==> config.mk <==
export PLATFORM = sky130hd
export DESIGN_NAME = bitmask_mem_arbiter
export DESIGN_NICKNAME = d
export VERILOG_FILES = /design/src/rtl/bmm_arb_pkg.sv /design/src/rtl/bitmask_mem_arbiter_rr_arbiter.sv /design/src/rtl/bitmask_mem_arbiter.sv
export SDC_FILE = /design/constraint.sdc
export NUM_CORES = 1
export LEC_CHECK = 0
export CAP_MARGIN = 20
export CORE_ASPECT_RATIO = 0.8
export CORE_MARGIN = 4
export CORE_UTILIZATION = 30
export CTS_CLUSTER_SIZE = 28
export DETAILED_ROUTE_END_ITERATION = 6
export GPL_TIMING_DRIVEN = 1
export PLACE_DENSITY = 0.72
export SLEW_MARGIN = 20
export SYNTH_ARGS = -nofsm -noshare
export SYNTH_HDL_FRONTEND = slang
export SYNTH_SLANG_ARGS = --single-unit
==> constraint.sdc <==
create_clock -name clk_i -period 4.3 [get_ports clk_i]
set_input_delay 0.645 -clock clk_i [delete_from_list [all_inputs] [get_ports clk_i]]
set_output_delay 0.645 -clock clk_i [all_outputs]
set_load 0.01 [all_outputs]
==> src/rtl/bmm_arb_pkg.sv <==
// Shared types and constants for the bit-masked memory arbiter.
package bmm_arb_pkg;

  typedef enum logic [1:0] {
    StIdle,
    StIssue,
    StWait,
    StResp
  } state_e;

  localparam int unsigned AddrWDef = 3;
  localparam int unsigned DataWDef = 32;
  localparam int unsigned RdLatMin = 1;
  localparam int unsigned RdLatMax = 4;

endpackage

==> src/rtl/bitmask_mem_arbiter_rr_arbiter.sv <==
// Combinational round-robin pick: searches upward from last_i + 1 with wrap.
module rr_arbiter #(
  parameter int unsigned NumReq = 2,
  parameter int unsigned IdxW   = (NumReq > 1) ? $clog2(NumReq) : 1
) (
  input  logic [NumReq-1:0] req_i,
  input  logic [IdxW-1:0]   last_i,
  output logic [NumReq-1:0] gnt_o,
  output logic [IdxW-1:0]   idx_o,
  output logic              valid_o
);

  logic [IdxW-1:0] cand;
  logic            found;

  always_comb begin
    gnt_o = '0;
    idx_o = '0;
    found = 1'b0;
    cand  = '0;
    for (int unsigned i = 1; i <= NumReq; i++) begin
      cand = IdxW'((32'(last_i) + i) % NumReq);
      if (!found && req_i[cand]) begin
        found       = 1'b1;
        gnt_o[cand] = 1'b1;
        idx_o       = cand;
      end
    end
    valid_o = found;
  end

endmodule

==> src/rtl/bitmask_mem_arbiter.sv <==
// Round-robin sequencer sharing one bit-masked memory between NumReq requesters,
// one access in flight, one enable cycle per access.
module bitmask_mem_arbiter
  import bmm_arb_pkg::*;
#(
  parameter int unsigned NumReq = 2,
  parameter int unsigned AddrW  = AddrWDef,
  parameter int unsigned DataW  = DataWDef,
  parameter int unsigned RdLat  = 1
) (
  input  logic                     clk_i,
  input  logic                     rst_i,
  input  logic [NumReq-1:0]        req_valid_i,
  output logic [NumReq-1:0]        req_ready_o,
  input  logic [NumReq-1:0]        req_wr_i,
  input  logic [NumReq*AddrW-1:0]  req_addr_i,
  input  logic [NumReq*DataW-1:0]  req_data_i,
  input  logic [NumReq*DataW-1:0]  req_mask_i,
  output logic [NumReq-1:0]        rsp_valid_o,
  output logic [DataW-1:0]         rsp_data_o,
  output logic                     busy_o,
  output logic                     mem_enb_o,
  output logic                     mem_wr_o,
  output logic [AddrW-1:0]         mem_addr_o,
  output logic [DataW-1:0]         mem_data_o,
  output logic [DataW-1:0]         mem_masked_o,
  input  logic [DataW-1:0]         mem_r_data_i
);

  localparam int unsigned IdxW = (NumReq > 1) ? $clog2(NumReq) : 1;
  localparam int unsigned LatW = $clog2(RdLatMax);
  localparam int unsigned RdLatC = (RdLat < RdLatMin) ? RdLatMin :
                                   (RdLat > RdLatMax) ? RdLatMax : RdLat;
  localparam logic [LatW-1:0] LatInit = LatW'(RdLatC - 1);

  state_e              state_q;
  logic [IdxW-1:0]     gnt_q;
  logic [IdxW-1:0]     last_q;
  logic [LatW-1:0]     lat_q;
  logic                mem_enb_q;
  logic                mem_wr_q;
  logic [AddrW-1:0]    mem_addr_q;
  logic [DataW-1:0]    mem_data_q;
  logic [DataW-1:0]    mem_mask_q;
  logic [NumReq-1:0]   rsp_valid_q;
  logic [DataW-1:0]    rsp_data_q;

  logic [NumReq-1:0]   arb_gnt;
  logic [IdxW-1:0]     arb_idx;
  logic                arb_valid;
  logic [NumReq-1:0]   gnt_oh;

  rr_arbiter #(
    .NumReq (NumReq),
    .IdxW   (IdxW)
  ) u_rr_arbiter (
    .req_i   (req_valid_i),
    .last_i  (last_q),
    .gnt_o   (arb_gnt),
    .idx_o   (arb_idx),
    .valid_o (arb_valid)
  );

  assign gnt_oh = NumReq'(1) << gnt_q;

  // mem_* and rsp_* default to zero every cycle so only ISSUE/RESP ever drive them.
  always_ff @(posedge clk_i) begin
    if (rst_i) begin
      state_q     <= StIdle;
      gnt_q       <= '0;
      last_q      <= IdxW'(NumReq - 1);
      lat_q       <= '0;
      mem_enb_q   <= 1'b0;
      mem_wr_q    <= 1'b0;
      mem_addr_q  <= '0;
      mem_data_q  <= '0;
      mem_mask_q  <= '0;
      rsp_valid_q <= '0;
      rsp_data_q  <= '0;
    end else begin
      mem_enb_q   <= 1'b0;
      mem_wr_q    <= 1'b0;
      mem_addr_q  <= '0;
      mem_data_q  <= '0;
      mem_mask_q  <= '0;
      rsp_valid_q <= '0;
      rsp_data_q  <= '0;
      unique case (state_q)
        StIdle: begin
          if (arb_valid) begin
            gnt_q      <= arb_idx;
            mem_enb_q  <= 1'b1;
            mem_wr_q   <= req_wr_i[arb_idx];
            mem_addr_q <= req_addr_i[32'(arb_idx) * AddrW +: AddrW];
            mem_data_q <= req_data_i[32'(arb_idx) * DataW +: DataW];
            mem_mask_q <= req_mask_i[32'(arb_idx) * DataW +: DataW];
            state_q    <= StIssue;
          end
        end
        StIssue: begin
          if (mem_wr_q) begin
            rsp_valid_q <= gnt_oh;
            state_q     <= StResp;
          end else begin
            lat_q   <= LatInit;
            state_q <= StWait;
          end
        end
        StWait: begin
          if (lat_q == '0) begin
            rsp_data_q  <= mem_r_data_i;
            rsp_valid_q <= gnt_oh;
            state_q     <= StResp;
          end else begin
            lat_q <= lat_q - 1'b1;
          end
        end
        StResp: begin
          last_q  <= gnt_q;
          state_q <= StIdle;
        end
        default: state_q <= StIdle;
      endcase
    end
  end

  // Ready is combinational in the accept cycle; masked during reset.
  assign req_ready_o  = (state_q == StIdle && !rst_i) ? arb_gnt : '0;
  assign rsp_valid_o  = rsp_valid_q;
  assign rsp_data_o   = rsp_data_q;
  assign busy_o       = (state_q != StIdle);
  assign mem_enb_o    = mem_enb_q;
  assign mem_wr_o     = mem_wr_q;
  assign mem_addr_o   = mem_addr_q;
  assign mem_data_o   = mem_data_q;
  assign mem_masked_o = mem_mask_q;

endmodule

==> metrics.md <==
| Metric | Value |
|---|---|
| Crit Path Max Fanout | `12` |
| Part of the cycle the worst path needs | `70.31%` |
| Global-route wire length before repair | `20000 um` |
| Fin nets | `869` |
| IO buf count | `277` |
| Worst Setup EP | `req_ready_o[0]` |
| Tot Pwr | `3.016 mW` |
| Syn nets | `603` |
| Power per cell area | `434.4 nW/um^2` |
| Clk pwr share | `28.3%` |
| Post-route clock skew | `0.005185 ns` |
| Core area | `12210 um^2` |
| # DRC | `0` |
| Worst-Margin Slew | `0.6920 ns` |
| H-Tree Depth | `3` |
| Synth area leader | `dfxtp_1` |
| Initial DRT Pass Iterations | `6` |
| Post-DR vias/cell | `4.338` |
| Yosys top cell area share | `58.29%` |
| Initial Utilization | `30.67%` |
| Vias in the first global route | `3812` |
| Most area-consuming cells after synthesis | `dfxtp_1, nand2_1, a21oi_1` |
| Total CTS buffers | `9` |
| Fmax | `330.7 MHz` |
| Root buf cell | `clkbuf_16` |
| Iter 0 DRT Violations | `157` |
| Final Cell Area | `6943 um^2` |
| Crit path capture type | `primary output` |
| Switching Power | `0.8523 mW` |
| Max-cap viol count | `0` |
| Chip height | `107.9 um` |
| Initial antenna violation count | `0` |
| Mapped Cells | `424` |
| Layout cells sized above 1 | `3.885%` |
| Maximum vdd drop | `0.1923 mV` |
| Clock Path Buffers | `2` |
| Worst EP arrival | `2.38 ns` |
| Routed WL | `12750 um` |
| Int Pwr | `2.164 mW` |
| CTS tree | `built` |
| Register area share after synthesis | `58.29%` |
| Post-route ant nets | `0` |
| Detailed placer's ending HPWL | `9905 um` |
| Comb power frac | `31.1%` |
| Tmin final | `3.023 ns` |
| Net Sw Frac | `28.26%` |
| # IOs | `278` |
| Area growth syn-to-layout | `85.46%` |
| Leakage Power | `2.758 nW` |
| Resize count post-CTS | `0` |
| Synth cell types | `27` |
| Routed via count | `3757` |
| RSZ-0062 raised after global routing | `false` |
| Hold bufs inserted after CTS | `0` |
| Final setup viols | `0` |
| Hold depth | `2` |
| Area of placed instances | `6628 um^2` |
| RR Endpoint | `mem_masked_o[13]` |
| RePlAce Congestion | `0.8226` |
| Cell Rows | `36` |
| Largest net degree at the start of global routing | `69` |
| Final cell count without fillers | `866` |
| Overall routing resource usage | `17.41%` |
| Setup TNS | `0 ns` |
| Share of power burned in registers | `40.6%` |
| Number of antenna diodes | `0` |
| WL/cell | `14.73 um` |
| Slew Viols, Final | `0` |
| FF+latch count, synth | `109` |
| Setup CP Type | `primary input to primary output` |
| Placed cells | `850` |
| CP Launch Point | `rst_i` |
| Setup bufs post-CTS | `0` |
| Reg2reg start | `state_q[0]` |
| Mapped cell area | `3744 um^2` |
| Required time of the critical path | `3.65 ns` |
| Die width | `132.9 um` |
| Die area | `14340 um^2` |
| Clock latency on the worst-skew pair | `0.33 ns` |
| Avg Cell Area, Syn | `8.829 um^2` |
| Status | `complete, no violations` |
| Most frequent cells in the layout | `clkdlybuf4s50_1, nand2_1, dfxtp_1, a21oi_1, and2_1` |
| Most common cell after layout, fill and taps aside | `clkdlybuf4s50_1` |
| CTS sink cnt | `109` |
| R2R depth | `6` |
| Worst Setup Start Kind | `primary input` |
| Worst min path class | `flip-flop to flip-flop` |
| Total of warnings raised by yosys | `0` |
| Global route total overflow | `0` |
| Final Hold Violating Endpoints | `0` |
| Clock-pin slew on the worst setup and hold paths | `0.07 ns` |
| Slew HR | `53.87%` |
| Worst reg2reg setup slack | `2.44 ns` |
-- how the worst min path moves through the flow --
stage	from	endpoint	slack [ns]
after global placement	lat_q[1]	lat_q[1]	0.47
after floorplan	gnt_q	rsp_valid_o[1]	0.44
after CTS	gnt_q	rsp_valid_o[1]	0.49
after global routing	gnt_q	rsp_valid_o[1]	0.52
after detailed placement	gnt_q	rsp_valid_o[1]	0.48
final	gnt_q	rsp_valid_o[1]	0.49
-- layout make-up --
class	count	area, um^2
multi-input cells	280	1391
clock inverters	6	76.32
clock buffers	10	239.0
fillers	1081	5264
repair buffers	282	2810
inverters	8	30.03
well taps	171	214.0
flip-flops and latches	109	2182
-- critical path, stage by stage --
cell and delay [ns]:
clkdlybuf4s50_1 0.62, and2b_1 0.35, nand2_1 0.07, a21oi_1 0.13
clkdlybuf4s50_1 0.58
-- per-layer routing --
| layer | global-route usage (%) | up-vias | wire, um |
|---|---|---|---|
| li1 | - | 1878 | - |
| met1 | 19.44 | 1710 | 4981 |
| met2 | 32.36 | 149 | 6586 |
| met3 | 5.374 | 20 | 909 |
| met4 | 4.451 | 0 | 277 |
| met5 | 0 | - | 0 |
-- Yosys cell counts --
library cell and count:
a211o_1 2, a211oi_1 2, a21bo_1 1, a21boi_0 1, a21boi_2 1, a21oi_1 70, a22oi_1 1, a41o_1 1
and2_1 32, and2b_1 1, buf_2 13, buf_6 5, clkbuf_1 9, dfxtp_1 109, ha_1 7, inv_1 7
inv_2 1, nand2_1 142, nand2b_1 3, nand3_1 2, nor2_1 4, nor2b_1 3, nor3_1 1, o211ai_1 1
o21ai_2 2, o31ai_1 2, or3b_4 1
-- sequential cells by signal (all words and copies together) (netlist names) --
name / cells
mem_wr_o: 1
lat_q: 2
mem_addr_o: 3
last_q: 1
rsp_valid_o: 2
gnt_q: 1
mem_masked_o: 32
state_q: 2
rsp_data_o: 32
mem_enb_o: 1
mem_data_o: 32
-- metrics by stage --
stage	hold slack, ns	util (%)	setup slack [ns]
finish	0.4941	56.88	1.277
global route	0.5156	56.88	1.139
CTS	0.4871	56.88	1.288
detailed placement	0.4831	54.29	1.290
global placement	0.4695	54.29	1.292
floorplan	0.4360	-	2.165
-- power by group through the flow --
stage,Clock (mW),Sequential [mW],Combinational (mW)
CTS,0.884,1.23,0.956
finish,0.855,1.22,0.937
detailed placement,0,1.25,0.953
global placement,0,1.24,0.930
global route,0.927,1.24,1.02
floorplan,0,1.32,0.316
-- cell families after synthesis --
kind of cell / after synthesis / share of synthesized area [%]
AND/OR/NAND/NOR: 189 / 21.89
flip-flops: 109 / 58.29
AO/OA/AOI/OAI: 84 / 12.53
buffers and inverters: 35 / 4.946
adder cells (fa/ha/maj): 7 / 2.339
No activity file was read; power rests on OpenSTA's default activity.
